[config.mk]
export PLATFORM = sky130hd
export DESIGN_NAME = vga_sync_gen
export DESIGN_NICKNAME = d
export VERILOG_FILES = /design/src/rtl/vga_sync_gen.sv
export SDC_FILE = /design/constraint.sdc
export NUM_CORES = 1
export LEC_CHECK = 0
export ABC_AREA = 1
export BUFFER_PORTS_ARGS = -buffer_cell sky130_fd_sc_hd__buf_2
export CORE_AREA = 4 4 63 65
export DETAILED_ROUTE_END_ITERATION = 8
export DIE_AREA = 0 0 67 69
export PLACE_DENSITY = 0.77
export SYNTH_ARGS = -nofsm -noshare
export SYNTH_HDL_FRONTEND = slang
export SYNTH_SLANG_ARGS = --single-unit
[constraint.sdc]
create_clock -name clk -period 1.35 [get_ports clk]
set_input_delay 0.135 -clock clk [delete_from_list [all_inputs] [get_ports clk]]
set_output_delay 0.135 -clock clk [all_outputs]
set_load 0.02 [all_outputs]
[src/rtl/vga_sync_gen.sv]
// VGA timing generator. It keeps pixel (x) and line (y) counters that advance
// on pixel-enable cycles. Sync, blanking and end-of-line/frame strobes are
// decoded from those counters, and a modulo-256 frame counter is maintained.
module vga_sync_gen #(
  parameter int H_DISPLAY = 640,
  parameter int H_FRONT   = 16,
  parameter int H_SYNC    = 96,
  parameter int H_BACK    = 48,
  parameter int V_DISPLAY = 480,
  parameter int V_FRONT   = 10,
  parameter int V_SYNC    = 2,
  parameter int V_BACK    = 33,
  parameter bit SYNC_POL  = 1'b0
) (
  input  logic       clk,
  input  logic       reset,
  input  logic       ce,
  output logic [9:0] x,
  output logic [9:0] y,
  output logic       hsync,
  output logic       vsync,
  output logic       display_on,
  output logic       line_end,
  output logic       frame_end,
  output logic [7:0] frame_count
);

  localparam int H_TOTAL = H_DISPLAY + H_FRONT + H_SYNC + H_BACK;
  localparam int V_TOTAL = V_DISPLAY + V_FRONT + V_SYNC + V_BACK;

  localparam logic [9:0] H_LAST   = 10'(H_TOTAL - 1);
  localparam logic [9:0] V_LAST   = 10'(V_TOTAL - 1);
  localparam logic [9:0] H_VIS    = 10'(H_DISPLAY);
  localparam logic [9:0] V_VIS    = 10'(V_DISPLAY);
  localparam logic [9:0] HS_START = 10'(H_DISPLAY + H_FRONT);
  localparam logic [9:0] HS_END   = 10'(H_DISPLAY + H_FRONT + H_SYNC);
  localparam logic [9:0] VS_START = 10'(V_DISPLAY + V_FRONT);
  localparam logic [9:0] VS_END   = 10'(V_DISPLAY + V_FRONT + V_SYNC);

  logic [9:0] x_q, x_d;
  logic [9:0] y_q, y_d;
  logic [7:0] fc_q, fc_d;
  logic       h_end, v_end;

  assign h_end = (x_q == H_LAST);
  assign v_end = (y_q == V_LAST);

  // Next-state: x steps every ce; y steps when x wraps; frame count steps when both wrap
  always_comb begin
    x_d  = x_q;
    y_d  = y_q;
    fc_d = fc_q;
    if (ce) begin
      if (h_end) begin
        x_d = '0;
        if (v_end) begin
          y_d  = '0;
          fc_d = fc_q + 8'd1;
        end else begin
          y_d = y_q + 10'd1;
        end
      end else begin
        x_d = x_q + 10'd1;
      end
    end
  end

  // Counter registers; reset wins over counting regardless of ce
  always_ff @(posedge clk) begin
    if (reset) begin
      x_q  <= '0;
      y_q  <= '0;
      fc_q <= '0;
    end else begin
      x_q  <= x_d;
      y_q  <= y_d;
      fc_q <= fc_d;
    end
  end

  assign x           = x_q;
  assign y           = y_q;
  assign frame_count = fc_q;

  // Syncs and blanking are pure decodes of the counters, so they hold
  // whenever the counters hold and change in the same cycle as x/y.
  assign hsync      = ((x_q >= HS_START) && (x_q < HS_END)) ? SYNC_POL : ~SYNC_POL;
  assign vsync      = ((y_q >= VS_START) && (y_q < VS_END)) ? SYNC_POL : ~SYNC_POL;
  assign display_on = (x_q < H_VIS) && (y_q < V_VIS);

  // End strobes are qualified by ce so each marks exactly one pixel update
  // and reads 0 on stalled cycles.
  assign line_end  = ce & h_end;
  assign frame_end = ce & h_end & v_end;

endmodule

# Word-level counts from Yosys, hierarchy flattened
# Index checks and enable logic that the tools add are counted.
[op_classes] mux=4 eq_ne=2 n_lt_le_gt_ge=6 n_bitwise=2 n_reduce_logical=5 addsub=3
[ops] op="10-bit by 1-bit adder with 10-bit output (second input constant)" n=2
[ops] op="10-bit equality test (second input constant)" n=2
[ops] op="10-bit < comparator (second input constant)" n=2
[ops] op="10-bit by 9-bit < comparator with 1-bit output (second input constant)" n=2
[ops] op="10-bit two-way mux" n=2
[ops] op="10-bit greater-or-equal comparator (second input constant)" n=1
[ops] op="10-bit by 9-bit greater-or-equal comparator with 1-bit output (second input constant)" n=1
[ops] op="8-bit by 1-bit adder with 8-bit output (second input constant)" n=1
[ops] op="1-bit logical AND" n=3
[ops] op="3-bit AND reduction" n=1
[ops] op="1-bit bitwise AND" n=2
[ops] op="1-bit two-way mux" n=2
[ops] op="2-bit AND reduction" n=1
[totals] register_bits=28 in_bits=3

# Longest topological paths before layout
# Gate-level depths: netlist of run 1.
[depth] depth_word=3 depth_mapped=10 ltp_nobuf=10

# Worst setup path before layout of run 1
# OpenSTA, ideal clock, no wires.
[synth_path] path_type="register -> register" startpoint="register x_q[1], in the netlist x[1]" endpoint="register y_q[2], in the netlist y[2]" required_time_ns=1.228 synth_period_minus_slack_ns=1.613 n_path_buf=0 slack_ns=-0.263 path_stages_with_launch=9 arrival_ns=1.491 path_cell_list="dfxtp_1 > ha_1 > nand3_2 > inv_1 > nand3_4 > nor2_4 > nor2_1 > inv_2 > a21oi_1"
[synth_between] elab_chain_cells=2
[synth_lines] item="from (decl)" line="40" source="logic [9:0] x_q, x_d;"
[synth_lines] item="from (signal assigned)" line="71" source="x_q <= '0;"
[synth_lines] item="from (signal assigned)" line="75" source="x_q <= x_d;"
[synth_lines] item="10-bit equality test" line="45" source="assign h_end = (x_q == H_LAST);"
[synth_lines] item="2-bit AND reduction (no source line)"
[synth_lines] item="to (signal assigned)" line="76" source="y_q <= y_d;"
[synth_lines] item="to (decl)" line="41" source="logic [9:0] y_q, y_d;"
# Every way passes these cells.
# A chain may end at the register's enable or synchronous reset.

# Final worst setup path of run 1
[layout_path] startpoint="register y_q[0], in the netlist y[0]" endpoint="output frame_end"
[layout_between] elab_chain_cells=2
[layout_lines] item="10-bit equality test" line="46" source="assign v_end = (y_q == V_LAST);"
[layout_lines] item="1-bit bitwise AND" line="94" source="assign frame_end = ce & h_end & v_end;"
[layout_lines] item="to (decl)" line="24" source="output logic frame_end,"
# Every way passes these cells.

==> results of run 1 <==
[routing by layer]
metal | wire length, um | track usage [%] | part of all wire (%)
met5 | 0 | 0 | 0
met4 | 225 | 6.31 | 4.0
met3 | 306 | 2.92 | 5.5
met2 | 2870 | 34.5 | 51
met1 | 2170 | 25.6 | 39
[placed cells by master, fill, tap and decap left out, types with 2 or more instances in the layout]
cell type,count
nand2_1,44
buf_4,31
buf_2,30
nor2_1,28
inv_1,24
buf_6,16
nand2_2,15
dfxtp_2,12
nor2_2,10
nand3_1,9
a21oi_2,9
inv_2,8
nor2_4,8
dfxtp_1,8
dfxtp_4,8
a21oi_1,7
xor2_1,6
nand4_1,6
inv_4,5
nand2_4,4
o21ai_2,4
o21ai_0,4
nand3_4,3
nand3_2,3
nor3_1,3
ha_1,3
ha_4,3
clkbuf_4,3
nor3_4,2
[state kept, by name, indices dropped and copies added, names as in the netlist]
name and cells:
y 10, frame_count 8, x 10
[metrics by stage]
stage / hold slack [ns] / instance area (um^2) / TNS (ns) / worst slack, ns
finish: 0.0946 / 2610 / -2.91 / -0.315
global route: 0.0993 / 2610 / -4.56 / -0.360
CTS: 0.0858 / 2410 / -1.62 / -0.168
detailed placement: 0.456 / 2050 / -0.0481 / -0.0175
global placement: 0.453 / 2050 / -0.00580 / -0.00580
floorplan: 0.301 / 1710 / -0.0108 / -0.0108
[path summary, 6_finish.rpt]
| check | end | slack (ns) |
|---|---|---|
| setup / recovery | frame_end | -0.31 |
| hold / removal | y[8]$_SDFFE_PP0P_ | 0.09 |
| setup reg to reg | y[0]$_SDFFE_PP0P_ | -0.15 |
| hold reg to reg | frame_count[6]$_SDFFE_PP0P_ | 0.50 |
[cell families after synthesis]
group | synth area share, %
compound gates | 9.44
simple gates | 37.4
flops | 34.9
buf+inv | 9.67
fa+ha+maj | 4.68
xor+xnor | 3.82
[area by class of cell]
| type | count | area [um^2] |
|---|---|---|
| multi-input combinational | 178 | 1190 |
| tap | 46 | 57.6 |
| timing repair buffer | 77 | 563 |
| fill | 223 | 726 |
| sequential | 28 | 606 |
| inverter | 38 | 160 |
| clock buffer | 4 | 36.3 |
[power groups by stage]
stage / Combinational [mW] / Sequential, mW / Clock, mW
after global routing: 0.101 / 0.828 / 0.467
final: 0.0914 / 0.827 / 0.437
after global placement: 0.0667 / 0.852 / 0
after detailed placement: 0.0670 / 0.852 / 0
after CTS: 0.0814 / 0.826 / 0.434
after floorplan: 0.0339 / 0.859 / 0
[critical path, delay by kind of cell, from the launching register on]
| family | cells | cell delay [ns] |
|---|---|---|
| adders and majority gates | 1 | 0.14 |
| buffers and inverters | 3 | 0.31 |
| DFF | 1 | 0.39 |
| and+or+nand+nor | 3 | 0.34 |
[what timing repair did]
item,in CTS,in global routing
buffers inserted,20,6
pin swaps,22,29
setup endpoints to repair,18,27
gates resized for setup,51,55
==> flow_metrics.py, run 1 <==
metrics = {
    "outcome": {
        "status": "finished with violations",
        "violations": "setup timing",
    },
    "clock_tree": {
        "insertion_delay_ns": 0.34,
        "htreeDepth": 1,
        "clk_path_buf_depth": 2,
        "cts_sinks": 28,
        "clk_pin_slew_ns": 0.16,
        "cts_buffers": 3,
        "ctsHoldBuffers": 0,
        "cts_root_buf": "clkbuf_4",
        "cts_tree": "done",
    },
    "sta": {
        "period_needed_ns": 1.66,
        "finalCritPeriodShare_pct": 123,
        "setup_slack_ns": -0.315,
        "slew_headroom_pct": 79.7,
        "rsz0062_at_grt": "yes",
        "worst_pin_slew_ns": 0.304,
        "max_clock_freq_mhz": 601,
        "finClkSkew_ns": 0.00574,
        "setup_viol": 23,
        "hold_viol_final": 0,
        "slew_violations": 0,
    },
    "worst_setup_path": {
        "arrival_ns": 1.53,
        "critical_path.startpoint": "y[0]$_SDFFE_PP0P_",
        "crit_required_ns": 1.22,
        "path_cells": "inv_4, ha_4, nand2_2, inv_2, nand3_4, nor2_4, buf_6",
        "reg2reg_from": "y[0]$_SDFFE_PP0P_",
        "critPathSlowestCell": "dfxtp_4",
        "critPathKind": "reg -> out",
        "ff2ff_path_depth": 10,
        "end_kind": "primary output",
        "start_kind": "flip-flop",
        "cpPeakStageDelay_ns": 0.39,
        "critPathMaxFanout": 3,
    },
    "power": {
        "seqPwrFrac_pct": 61.0,
        "pwr_density_cell_nw_per_um2": 519,
        "power_mw": 1.36,
        "swShare_pct": 24.6,
        "power_frac_comb_pct": 6.7,
        "leakage_nw": 1.19,
        "power.internal_mw": 1.02,
        "p_switching_mw": 0.334,
        "peakVddDrop_v": 0.000554,
        "clkPwrFrac_pct": 32.2,
    },
    "synth": {
        "synth_commonest_cells": "nand2_1, nor2_1, inv_1, dfxtp_1, a21oi_1",
        "synth_edf_count": 0,
        "ys.warnings.count": 0,
        "syn_inst": 246,
        "ys_seq_area_share_pct": 34.9,
        "synthDistinctLibCells": 26,
        "synth-seq-cells": 28,
        "synth.net_count": 255,
        "synth_largest_area_cell": "dfxtp_1",
        "yosys_most_used_dff": "dfxtp_1",
        "synth_top_area_share_pct": 34.9,
        "yosysMostFrequentCell": "nand2_1",
        "async_flop_share_pct": 0,
        "syn_avg_cell_area_um2": 6.52,
        "syn_area_um2": 1600,
        "synth_area_leaders": "dfxtp_1, nand2_1, nor2_1",
    },
    "routing": {
        "viasPerCell": 5.28,
        "drt_wl_total_um": 5570,
        "drc": 0,
        "wl_per_cell_um": 15.0,
        "final_antenna_net_count": 0,
        "num_vias": 1959,
        "drtPass1Iterations": 4,
        "drtIter0Drc": 190,
    },
    "die": {
        "boundaryPins": 36,
        "dieArea_um2": 4620,
        "core_area_um2": 3340,
        "die_y_um": 69,
        "num_rows": 21,
        "chipWidth_um": 67,
        "start_util_pct": 48.1,
    },
    "global_routing": {
        "grt_start_max_net_pins": 16,
        "grt-ovfl-total": 0,
        "antenna_found_initial": 0,
        "grt_pass1_vias": 1727,
        "grt_pass1_wl_um": 7490,
        "grt_usage_pct": 20.2,
    },
    "placed_design": {
        "place_congestion": 0.909,
        "place_hpwl_um": 3100,
        "port_buffers": 35,
        "place_inst": 342,
    },
    "layout": {
        "fin_util_pct": 78.3,
        "drive_gt1_share_pct": 55.1,
        "nNetsFinal": 335,
        "antenna_cells": 0,
        "area_delta_synth_final_pct": 62.8,
        "final_cells": 371,
    },
    "flow_run": {
        "maxCapViolCount": 0,
    },
    "worst_hold_path": {
        "worstHoldPathCells": 2,
        "hold_path.class": "in -> reg",
        "worstHoldStart": "reset",
    },
}
Power figures use the tool's default switching activity.
==> run 2, diff against run 1 <==
--- a/config.mk
+++ b/config.mk
@@ -7,10 +7,10 @@
 export LEC_CHECK = 0
 export ABC_AREA = 1
 export BUFFER_PORTS_ARGS = -buffer_cell sky130_fd_sc_hd__buf_2
-export CORE_AREA = 4 4 63 65
+export CORE_AREA = 4 4 60 62
 export DETAILED_ROUTE_END_ITERATION = 8
-export DIE_AREA = 0 0 67 69
-export PLACE_DENSITY = 0.77
+export DIE_AREA = 0 0 64 66
+export PLACE_DENSITY = 0.81
 export SYNTH_ARGS = -nofsm -noshare
 export SYNTH_HDL_FRONTEND = slang
 export SYNTH_SLANG_ARGS = --single-unit
==> constraint.sdc (replaced) <==
create_clock -name clk -period 2.1 [get_ports clk]
set_input_delay 0.21 -clock clk [delete_from_list [all_inputs] [get_ports clk]]
set_output_delay 0.21 -clock clk [all_outputs]
set_load 0.02 [all_outputs]
==> run 2 against run 1 <==
The run now ends clean. Non-clock buffer count decreased by 42. First-iteration DRC count fell by 46%. Critical endpoint is now vsync. Combinational power fell by 61%. Cell area fell by 29%. Sequential power is 35% lower. Worst hold slack improved by 0.061 ns. Register-to-register slack improved by 0.65 ns.
==> flow_metrics.py, run 2 (synthesized netlist as in run 1, its figures left out) <==
metrics = {
    "outcome": {
        "status": "complete, no violations",
    },
    "routing": {
        "num_vias": 1614,
        "wl_per_cell_um": 10.9,
        "drc": 0,
        "drt_wl_total_um": 3570,
        "drtIter0Drc": 102,
        "viasPerCell": 4.95,
        "drtPass1Iterations": 4,
        "final_antenna_net_count": 0,
    },
    "placed_design": {
        "place_congestion": 0.871,
        "port_buffers": 35,
        "place_inst": 323,
        "place_hpwl_um": 2870,
    },
    "sta": {
        "slew_headroom_pct": 66.0,
        "setup_tns_ns": 0,
        "period_needed_ns": 1.94,
        "slew_violations": 0,
        "finalCritPeriodShare_pct": 92.5,
        "max_clock_freq_mhz": 515,
        "worst_pin_slew_ns": 0.506,
        "rsz0062_at_grt": "no",
        "hold_viol_final": 0,
        "finClkSkew_ns": 0.00406,
        "setup_viol": 0,
    },
    "layout": {
        "final_cell_mix": "nand2_1, nor2_1, inv_1",
        "drive_gt1_share_pct": 16.3,
        "final_cells": 326,
        "nNetsFinal": 293,
        "antenna_cells": 0,
        "layout_commonest_cell": "nand2_1",
        "area_delta_synth_final_pct": 15.0,
    },
    "global_routing": {
        "grt_pass1_wl_um": 5950,
        "grt_pass1_vias": 1408,
        "grt-ovfl-total": 0,
        "antenna_found_initial": 0,
        "grt_usage_pct": 17.8,
        "grt_start_max_net_pins": 15,
    },
    "worst_setup_path": {
        "arrival_ns": 1.73,
        "path_cells": "inv_1, nor3_1, o2111ai_1, buf_2",
        "start_kind": "flip-flop",
        "critPathSlowestCell": "nor3_1",
        "crit_required_ns": 1.89,
        "critPathKind": "reg -> out",
        "crit_family": "simple AND/OR/NAND/NOR gates",
        "cpPeakStageDelay_ns": 0.46,
        "end_kind": "primary output",
        "critPathMaxFanout": 6,
        "critPathBufInv": 2,
    },
    "clock_tree": {
        "clk_path_buf_depth": 2,
        "clk_pin_slew_ns": 0.14,
        "cts_setup_buffers": 0,
        "cts-resized-gates": 0,
        "htreeDepth": 1,
        "ctsHoldBuffers": 0,
        "cts_sinks": 28,
        "insertion_delay_ns": 0.32,
        "cts_root_buf": "clkbuf_4",
        "cts_buffers": 3,
        "cts_tree": "done",
    },
    "die": {
        "num_rows": 20,
        "chipWidth_um": 64,
        "start_util_pct": 53.0,
        "dieArea_um2": 4220,
        "boundaryPins": 36,
        "die_y_um": 66,
        "core_area_um2": 3030,
    },
    "power": {
        "pwr_density_cell_nw_per_um2": 430,
        "leakage_nw": 0.836,
        "peakVddDrop_v": 0.000281,
    },
    "worst_hold_path": {
        "hold_path.class": "in -> reg",
    },
    "flow_run": {
        "maxCapViolCount": 0,
    },
}
## run 2: cell count changes in the layout (fill, tap and decap cells not counted), moves of 12 or more
| cell | change |
|---|---|
| buf_6 | -16 |
| dfxtp_1 | +20 |
| dfxtp_2 | -12 |
| inv_1 | +12 |
| nand2_1 | +17 |
| nor2_1 | +15 |
| nand2_2 | -13 |
| buf_4 | -31 |
## run 2: per-stage QoR
step	util, %	worst slack (ns)	instance area [um^2]	hold slack, ns	power (mW)
6_report	60.9	0.158	1840	0.155	0.793
5_1_grt	60.9	0.0288	1840	0.163	0.828
4_1_cts	60.9	0.175	1840	0.148	0.805
3_5_place_dp	60.2	0.549	1820	0.480	0.587
3_3_place_gp	60.2	0.542	1820	0.475	0.586
2_1_floorplan	-	0.487	1600	0.386	0.575
## run 2: worst paths after layout
path	end	start	slack (ns)	cells past startpoint
hold / removal	y[8]$_SDFFE_PP0P_	reset	0.16	2
setup / recovery	vsync	y[7]$_SDFFE_PP0P_	0.16	4
hold reg to reg	frame_count[6]$_SDFFE_PP0P_	frame_count[6]$_SDFFE_PP0P_	0.49	2
setup reg to reg	y[6]$_SDFFE_PP0P_	y[0]$_SDFFE_PP0P_	0.50	9
## run 2: worst register-to-register path: stages (launching register included)
cell and delay (ns):
dfxtp_1 0.43, inv_1 0.11, ha_1 0.22, nand2_1 0.09
inv_1 0.06, nand3_1 0.13, nor2_4 0.07, nor2_1 0.21
inv_2 0.10, a21oi_1 0.13
## run 2: area by class of cell
cell class | count | area, um^2
Timing Repair Buffer | 35 | 175
Fill cell | 299 | 1180
Inverter | 38 | 143
Sequential cell | 28 | 561
Multi-Input combinational cell | 178 | 888
Tap cell | 44 | 55.1
Clock buffer | 3 | 22.5
## run 2: report_power, final
part	leakage, nW	internal [mW]	switching [mW]
clock network	0.0138	0.0674	0.151
registers	0.226	0.535	0.00403
logic	0.596	0.0106	0.0253
total	0.836	0.613	0.180
## run 2: per-layer routing
layer,track usage (%),vias up,share of wire (%)
li1,-,852,-
met1,21.7,712,45
met2,31.2,45,47
met3,2.55,5,5.9
met4,7.28,0,1.4
met5,0,-,0
